**config.mk**
```make
export PLATFORM = sky130hd
export DESIGN_NAME = seg_scan_driver
export DESIGN_NICKNAME = d
export VERILOG_FILES = /design/src/rtl/seg_pkg.sv /design/src/rtl/seg_glyph.sv /design/src/rtl/seg_scan_driver.sv
export SDC_FILE = /design/constraint.sdc
export NUM_CORES = 1
export LEC_CHECK = 0
export BUFFER_PORTS_ARGS = -buffer_cell sky130_fd_sc_hd__buf_2
export CORE_UTILIZATION = 38
export DETAILED_ROUTE_END_ITERATION = 6
export HOLD_SLACK_MARGIN = 0.06
export PLACE_DENSITY = 0.61
export SYNTH_ARGS = -nofsm -noshare
export SYNTH_HDL_FRONTEND = slang
export SYNTH_HIERARCHICAL = 1
export SYNTH_SLANG_ARGS = --single-unit
```
**constraint.sdc**
```tcl
create_clock -name clk -period 3.51 [get_ports clk]
set_input_delay 0.1755 -clock clk [delete_from_list [all_inputs] [get_ports clk]]
set_output_delay 0.1755 -clock clk [all_outputs]
set_load 0.05 [all_outputs]
```
**src/rtl/seg_pkg.sv**
```systemverilog
// seg_pkg: glyph constants and segment bit positions
// shared by the seven-segment scan driver files.
package seg_pkg;

  localparam logic [7:0] GLYPH_0    = 8'b1111_1100;
  localparam logic [7:0] GLYPH_1    = 8'b0110_0000;
  localparam logic [7:0] GLYPH_2    = 8'b1101_1010;
  localparam logic [7:0] GLYPH_3    = 8'b1111_0010;
  localparam logic [7:0] GLYPH_4    = 8'b0110_0110;
  localparam logic [7:0] GLYPH_5    = 8'b1011_0110;
  localparam logic [7:0] GLYPH_6    = 8'b1011_1110;
  localparam logic [7:0] GLYPH_7    = 8'b1110_0000;
  localparam logic [7:0] GLYPH_8    = 8'b1111_1110;
  localparam logic [7:0] GLYPH_9    = 8'b1111_0110;
  localparam logic [7:0] GLYPH_DASH = 8'b0000_0010;
  localparam logic [7:0] GLYPH_E    = 8'b1001_1110;
  localparam logic [7:0] SEG_OFF    = 8'b0000_0000;

  localparam int SEG_A  = 7;
  localparam int SEG_B  = 6;
  localparam int SEG_C  = 5;
  localparam int SEG_D  = 4;
  localparam int SEG_E  = 3;
  localparam int SEG_F  = 2;
  localparam int SEG_G  = 1;
  localparam int SEG_DP = 0;

endpackage

```
**src/rtl/seg_glyph.sv**
```systemverilog
// seg_glyph: nibble -> a..g segment lookup (combinational).
// Ports: nib (hex nibble in), seg_ag (segments a..g, a = bit 6).
import seg_pkg::*;

module seg_glyph (
  input  logic [3:0] nib,
  output logic [6:0] seg_ag
);

  logic [7:0] g;

  always_comb begin
    g = GLYPH_E;
    unique case (nib)
      4'h0:    g = GLYPH_0;
      4'h1:    g = GLYPH_1;
      4'h2:    g = GLYPH_2;
      4'h3:    g = GLYPH_3;
      4'h4:    g = GLYPH_4;
      4'h5:    g = GLYPH_5;
      4'h6:    g = GLYPH_6;
      4'h7:    g = GLYPH_7;
      4'h8:    g = GLYPH_8;
      4'h9:    g = GLYPH_9;
      4'hA:    g = GLYPH_DASH;
      default: g = GLYPH_E;
    endcase
    seg_ag = g[SEG_A:SEG_G];
  end

endmodule

```
**src/rtl/seg_scan_driver.sv**
```systemverilog
// seg_scan_driver: double-buffered multiplexed 7-seg scanner.
// Ports: clk, rst_n, data/load/dp_in/blink_en, lz_en -> seg, an, frame.
import seg_pkg::*;

module seg_scan_driver #(
  parameter int DIGITS       = 4,
  parameter int SCAN_DIV     = 1000,
  parameter int BLINK_FRAMES = 64
) (
  input  logic                  clk,
  input  logic                  rst_n,
  input  logic [4*DIGITS-1:0]   data,
  input  logic                  load,
  input  logic [DIGITS-1:0]     dp_in,
  input  logic [DIGITS-1:0]     blink_en,
  input  logic                  lz_en,
  output logic [7:0]            seg,
  output logic [DIGITS-1:0]     an,
  output logic                  frame
);

  localparam int IW = (DIGITS > 1) ? $clog2(DIGITS) : 1;
  localparam int PW = $clog2(SCAN_DIV);
  localparam int FW = (BLINK_FRAMES > 1) ? $clog2(BLINK_FRAMES) : 1;

  logic [PW-1:0]       psc;
  logic [IW-1:0]       idx;
  logic [FW-1:0]       fcnt;
  logic                blink_phase;
  logic [4*DIGITS-1:0] pend_data, act_data;
  logic [DIGITS-1:0]   pend_dp, pend_blink;
  logic [DIGITS-1:0]   act_dp, act_blink;
  logic                pend_valid;

  logic                psc_tc, idx_last, frame_evt;
  logic [DIGITS-1:0]   lz_mask;
  logic                zero_run;
  logic [3:0]          nib;
  logic                cur_dp, cur_blink, cur_supp;
  logic [6:0]          glyph_ag;
  logic [7:0]          seg_n;
  logic [DIGITS-1:0]   an_n;

  assign psc_tc    = (psc == PW'(SCAN_DIV - 1));
  assign idx_last  = (idx == IW'(DIGITS - 1));
  assign frame_evt = psc_tc && idx_last;

  // Blank leading zeros from the top digit down; digit 0 always shows.
  always_comb begin
    lz_mask  = '0;
    zero_run = lz_en;
    for (int i = DIGITS - 1; i >= 1; i--) begin
      if (act_data[4*i +: 4] != 4'h0)
        zero_run = 1'b0;
      lz_mask[i] = zero_run;
    end
  end

  always_comb begin
    nib       = 4'h0;
    cur_dp    = 1'b0;
    cur_blink = 1'b0;
    cur_supp  = 1'b0;
    for (int i = 0; i < DIGITS; i++) begin
      if (idx == IW'(i)) begin
        nib       = act_data[4*i +: 4];
        cur_dp    = act_dp[i];
        cur_blink = act_blink[i];
        cur_supp  = lz_mask[i];
      end
    end
  end

  seg_glyph u_glyph (
    .nib    (nib),
    .seg_ag (glyph_ag)
  );

  // Prescaler slot 0 is the ghost guard: everything dark.
  always_comb begin
    seg_n = SEG_OFF;
    an_n  = '1;
    if (psc != '0) begin
      an_n[idx]          = 1'b0;
      seg_n[SEG_A:SEG_G] = cur_supp ? 7'b0 : glyph_ag;
      seg_n[SEG_DP]      = cur_dp;
      if (blink_phase && cur_blink)
        seg_n = SEG_OFF;
    end
  end

  always_ff @(posedge clk) begin
    if (!rst_n) begin
      psc         <= '0;
      idx         <= '0;
      fcnt        <= '0;
      blink_phase <= 1'b0;
      pend_data   <= '0;
      pend_dp     <= '0;
      pend_blink  <= '0;
      pend_valid  <= 1'b0;
      act_data    <= '0;
      act_dp      <= '0;
      act_blink   <= '0;
      seg         <= SEG_OFF;
      an          <= '1;
      frame       <= 1'b0;
    end else begin
      seg   <= seg_n;
      an    <= an_n;
      frame <= frame_evt;
      if (psc_tc) begin
        psc <= '0;
        idx <= idx_last ? '0 : idx + 1'b1;
      end else begin
        psc <= psc + 1'b1;
      end
      if (frame_evt) begin
        if (fcnt == FW'(BLINK_FRAMES - 1)) begin
          fcnt        <= '0;
          blink_phase <= ~blink_phase;
        end else begin
          fcnt <= fcnt + 1'b1;
        end
        if (pend_valid) begin
          act_data  <= pend_data;
          act_dp    <= pend_dp;
          act_blink <= pend_blink;
        end
      end
      // A load in the commit cycle keeps pend_valid set for next frame.
      if (load) begin
        pend_data  <= data;
        pend_dp    <= dp_in;
        pend_blink <= blink_en;
        pend_valid <= 1'b1;
      end else if (frame_evt) begin
        pend_valid <= 1'b0;
      end
    end
  end

endmodule

```
==> reports/results.tsv, run 1 <==
metric	value	unit
final_common_cell	dfxtp_1	
ys_ff_latch	81	
ys.flop_type	dfxtp_1	
path_class	flip-flop to flip-flop	
combPwrFrac	7.3	%
p_total	1.762	mW
drv_cap	0	
worstPathRequired	3.77	ns
min_period	2.701	ns
hold_start	data[13]	
cts_made_buffers	9	
postRouteAntennaNets	0	
final.setup.worst_slack	0.8088	ns
reg2reg_from	idx[1]	
critPathLaunch	idx[1]	
ys_types	49	
gr-total-overflow	0	
track_usage	15.33	%
ctsHoldBuffers	12	
fin_tns_setup	0	ns
clock.fmax	370.2	MHz
ctsHtreeMaxLevel	3	
status	completed	
clk_pin_slew	0.08	ns
p_int	1.343	mW
p_leak	1.611	nW
max-slew-margin-rel	45.93	%
rsz0062_at_grt	no	
drt_iter0_drc	71	
final_util	46.09	%
dr.pass1.iters	4	
viasPerCell	5.002	
skew	0.008417	ns
slew_violations	0	
power_density	436.3	nW/um^2
cts_sinks	81	
nets	453	
fp.dieW	97.14	um
coreArea	8763	sq um
ioPinCount	41	
synth_edf_count	0	
vdd_drop_max	0.1847	mV
syn2layout_area_growth	17.42	%
cp_data_arrival_time	2.97	ns
cts_tree	built	
synth_nets	405	
rows	34	
pwr-share-seq	54.6	%
clock_power_share	38.1	%
fin_area	4039	sq um
power_switching_share	23.76	%
netlist_instances	364	
clk_latency	0.35	ns
drc_errors	0	
path_max_fanout	14	
final_cell_mix	dfxtp_1 (81), nor2_1 (66), mux2i_1 (49), buf_2 (40), nand2_1 (23)	
avgSynthCellArea	9.449	sq um
cts_root_buf	clkbuf_8	
startpoint_type	flip-flop	
power_switching	0.4186	mW
clockBufferDepth	2	
critPathCaptureType	flip-flop	
netlist_area	3440	sq um
tightest_slew	0.8041	ns
ys_seq_area_share	47.14	%
antennaDiodeCount	0	
finalHoldViolCount	0	
grt_start_max_net_pins	59	
ys_warn_count	6	
finalCritPeriodShare	76.96	%
cts_resized	0	
grt_first_pass_wirelength	11810	um
wire_per_inst	12.97	um
hp-class	primary input to flip-flop	
dieArea	9436	sq um
dp_hpwl	4786	um
start_util	39.25	%
setup_viol	0	
wl	6809	um
place_area	3722	sq um
fillers	869	
cts_setup_buffers	0	
die_h	97.14	um
via_count	2626	
dpl_worst_slack	0.8690	ns
place_congestion	0.8064	
drive_gt1_share	16.31	%
synthArstFlopShare	0	%
grt_pass1_vias	2583	
antenna_found_initial	0	
port_buffers	40	
==> flip-flops by register name, indices dropped and copies added, names as in the netlist, 6 cells and up <==
name,flops
act_data,16
fcnt,6
pend_data,16
psc,10
seg,8
==> synthesized netlist by cell type (all sizes together), types with 2 or more instances <==
cell type,n,area (sq um)
dfxtp,81,1622
nor2,67,254.0
mux2i,49,490.5
nand2,23,86.33
clkbuf,14,53.80
inv,14,52.55
a21oi,13,65.06
ha,13,162.7
nor2b,8,50.05
o21ai,8,40.04
nor3b,7,52.55
o31ai,6,45.04
xnor2,6,52.55
nand3,5,25.02
a221oi,4,35.03
buf,4,30.02
nor4,4,31.28
or3,4,25.02
a211oi,3,27.52
a31oi,3,18.77
and3,3,18.77
nor3,3,15.01
or4,3,22.52
a22oi,2,15.01
nand4,2,18.77
or3b,2,20.02
==> routing by layer <==
layer / up-vias / wire (um) / global-route usage, %
met2: 54 / 3279 / 25.95
li1: 1350 / - / -
met1: 1211 / 3164 / 18.64
met3: 11 / 289 / 4.748
met4: 0 / 76 / 4.478
met5: - / 0 / 0
==> final timing paths <==
| path | to | slack (ns) | cells after the start |
|---|---|---|---|
| setup / recovery | seg[6] | 0.81 | 10 |
| hold / removal | pend_data[13] | 0.07 | 3 |
| hold reg to reg | psc[0] | 0.48 | 1 |
| setup reg to reg | seg[6] | 0.81 | 10 |
==> cells by family after synthesis <==
kind of cell	count (synthesis)	share of synthesized area, %
and+or+nand+nor	136	19.24
DFF	81	47.14
muxes	49	14.26
AOI/OAI and AO/OA	46	8.876
buffers and inverters	32	3.965
adders and majority gates	13	4.729
xor gates and xnor gates	7	1.783
==> metrics by stage <==
step / instances / hold WS [ns]
2_1_floorplan: 364 / 0.3034
6_report: 525 / 0.06738
5_1_grt: 525 / 0.07741
4_1_cts: 525 / 0.06218
3_5_place_dp: 497 / 0.4223
3_3_place_gp: 497 / 0.4091
==> final cells by class <==
| class | instances | area [sq um] | area share, % |
|---|---|---|---|
| Multi-Input combinational cell | 251 | 1690 | 41.85 |
| Sequential cell | 81 | 1622 | 40.15 |
| Timing Repair Buffer | 55 | 342.8 | 8.488 |
| Clock buffer | 11 | 141.4 | 3.501 |
| Tap cell | 108 | 135.1 | 3.346 |
| Clock inverter | 5 | 55.05 | 1.363 |
| Inverter | 14 | 52.55 | 1.301 |
==> power groups by stage <==
stage                     sequential, mW  clock [mW]  combinational [mW]
after floorplan                     1.01           0              0.0540
after global placement             0.984           0               0.118
after detailed placement           0.984           0               0.121
after CTS                          0.963       0.685               0.131
after global routing               0.966       0.728               0.142
final                              0.962       0.671               0.129
==> worst max-delay path, cell delays in order (launching register included) <==
cell       delay, ns
dfxtp_1         0.38
inv_1           0.08
ha_1            0.33
nor2b_1         0.18
a221oi_1        0.10
o31ai_1         0.54
inv_1           0.21
ha_1            0.35
nor2_2          0.13
a2bb2oi_1       0.15
nor3b_1         0.17
(Power assumes the default switching activity.)
==> inputs of run 2 (changes only) <==
==> constraint.sdc (replaced) <==
create_clock -name clk -period 2.6 [get_ports clk]
set_input_delay 0.13 -clock clk [delete_from_list [all_inputs] [get_ports clk]]
set_output_delay 0.13 -clock clk [all_outputs]
set_load 0.05 [all_outputs]
==> run 2 against run 1 <==
Against the previous run:
- register-to-register slack lost 0.53 ns
- worst hold slack about the same
- sequential share of layout area decreased by 1.6 points
- global-route usage grew 0.11 points
- design area is 4.1% higher
- wire length is 2.0% higher
- clock-buffer cell count is 2 lower
- flip-flop and latch count unchanged
- clock power rose by 25%
- combinational power rose by 47%
- setup slack got worse by 0.53 ns
==> reports/results.tsv, run 2 (synthesis results as in run 1) <==
metric	value	unit	change
path_cells	ha_1 -> nand2_1 -> or4_1 -> or4_1 -> a21oi_1		
path_max_fanout	17		+3
dr.pass1.iters	4		unchanged
drive_gt1_share	18.31	%	+2.0 points
rsz0062_at_grt	no		
drt_iter0_drc	107		+51%
fillers	853		-1.8%
cts_sinks	81		unchanged
hp-class	primary input to flip-flop		
power_density	552.8	nW/um^2	+27%
tightest_slew	0.7528	ns	-0.05130 ns
die_h	97.14	um	unchanged
pwr-share-seq	55.9	%	+1.3 points
clock.fmax	431.3	MHz	+16%
worstPathRequired	2.89	ns	-0.88 ns
fin_tns_setup	0	ns	unchanged
whs	0.06728	ns	-0.00009560 ns
clockBufferDepth	2		unchanged
critPathCaptureType	flip-flop		
start_util	39.25	%	unchanged
reg_top3	act_data (16), pend_data (16), psc (10)		
syn2layout_area_growth	22.26	%	
power_switching_share	26.21	%	+2.5 points
fp.dieW	97.14	um	unchanged
place_congestion	0.7903		-2.0%
dp_hpwl	4676	um	-2.3%
timing.reg2reg.setup_slack	0.28	ns	-0.53 ns
grt_first_pass_wirelength	11760	um	-0.47%
cts_root_buf	clkbuf_8		
final_common_cell	dfxtp_1		
cpLargestDelayFamily	simple AND/OR/NAND/NOR gates		
dieArea	9436	sq um	unchanged
p_total	2.325	mW	+32%
startpoint_type	flip-flop		
combPwrFrac	8.2	%	+0.9 points
grt_start_max_net_pins	59		unchanged
ctsHtreeMaxLevel	3		unchanged
slew_violations	0		unchanged
p_int	1.715	mW	+28%
finalCritPeriodShare	89.18	%	+12 points
path_class	flip-flop to flip-flop		
finalHoldViolCount	0		unchanged
fin_area	4205	sq um	+4.1%
status	completed		
clock_power_share	35.9	%	-2.2 points
power_switching	0.6092	mW	+46%
coreArea	8763	sq um	unchanged
rows	34		unchanged
track_usage	15.44	%	+0.11 points
max-slew-margin-rel	49.81	%	+3.9 points
cts_made_buffers	9		unchanged
grt_pass1_vias	2500		-3.2%
setup_viol	0		unchanged
clk_latency	0.36	ns	about the same
min_period	2.319	ns	-0.3825 ns
nets	473		+4.4%
wire_per_inst	12.75	um	-1.7%
cts_tree	built		
final_cell_mix	dfxtp_1 (80), nor2_1 (66), mux2i_1 (49), buf_2 (40), dlygate4sd3_1 (24)		
cp_data_arrival_time	2.60	ns	-0.37 ns
antennaDiodeCount	0		unchanged
cp_slowest_cell	or4_1		
via_count	2669		+1.6%
skew	0.01307	ns	+0.004653 ns
wl	6948	um	+2.0%
port_buffers	40		unchanged
viasPerCell	4.897		-2.1%
max_stage_delay	0.74	ns	+0.20 ns
gr-total-overflow	0		unchanged
drc_errors	0		unchanged
crit_buf_inv	0		-2
final_util	47.99	%	+1.9 points
vdd_drop_max	0.2666	mV	+44%
ioPinCount	41		unchanged
drv_cap	0		unchanged
crit_path_frequent_cell	or4_1		
postRouteAntennaNets	0		unchanged
antenna_found_initial	0		unchanged
place_area	3767	sq um	+1.2%
clk_pin_slew	0.09	ns	about the same
p_leak	1.694	nW	+5.1%
-- run 2: through the flow --
step,worst slack [ns],cells
finish,0.2813,545
CTS,0.1403,543
floorplan,0.1963,364
global route,0.02981,545
detailed placement,0.1856,503
global placement,0.2329,503
-- run 2: area by class of cell --
type	count	area, sq um	share of cell area, %
clock buffers	9	123.9	2.946
well taps	108	135.1	3.213
multi-input cells	251	1695	40.32
inverters	14	52.55	1.250
repair buffers	75	523.0	12.44
clock inverters	7	52.55	1.250
flip-flops and latches	81	1623	38.59
-- run 2: power groups by stage --
stage / combinational (mW) / clock [mW] / sequential, mW
2_1_floorplan: 0.0729 / 0 / 1.36
4_1_cts: 0.194 / 0.855 / 1.30
5_1_grt: 0.208 / 0.923 / 1.30
3_5_place_dp: 0.166 / 0 / 1.33
6_report: 0.190 / 0.836 / 1.30
3_3_place_gp: 0.163 / 0 / 1.33
-- run 2: what timing repair did --
item / CTS / global route
resized for setup: 0 / 3
buffers inserted: 0 / 2
endpoints found under the hold margin: 24 / 0
hold buffers: 24 / 0
setup endpoints to repair: 0 / 4
-- run 2: final timing paths --
check	end	start	depth (start not counted)
setup reg to reg	fcnt[5]	psc[0]	5
setup / recovery	fcnt[5]	psc[0]	5
hold reg to reg	idx[1]	idx[1]	2
hold / removal	psc[7]	rst_n	2
-- run 2: per-layer routing --
layer	track usage, %	wire length, um
met3	3.309	206
met5	0	0
met1	20.96	3446
met2	23.67	3167
met4	6.544	127
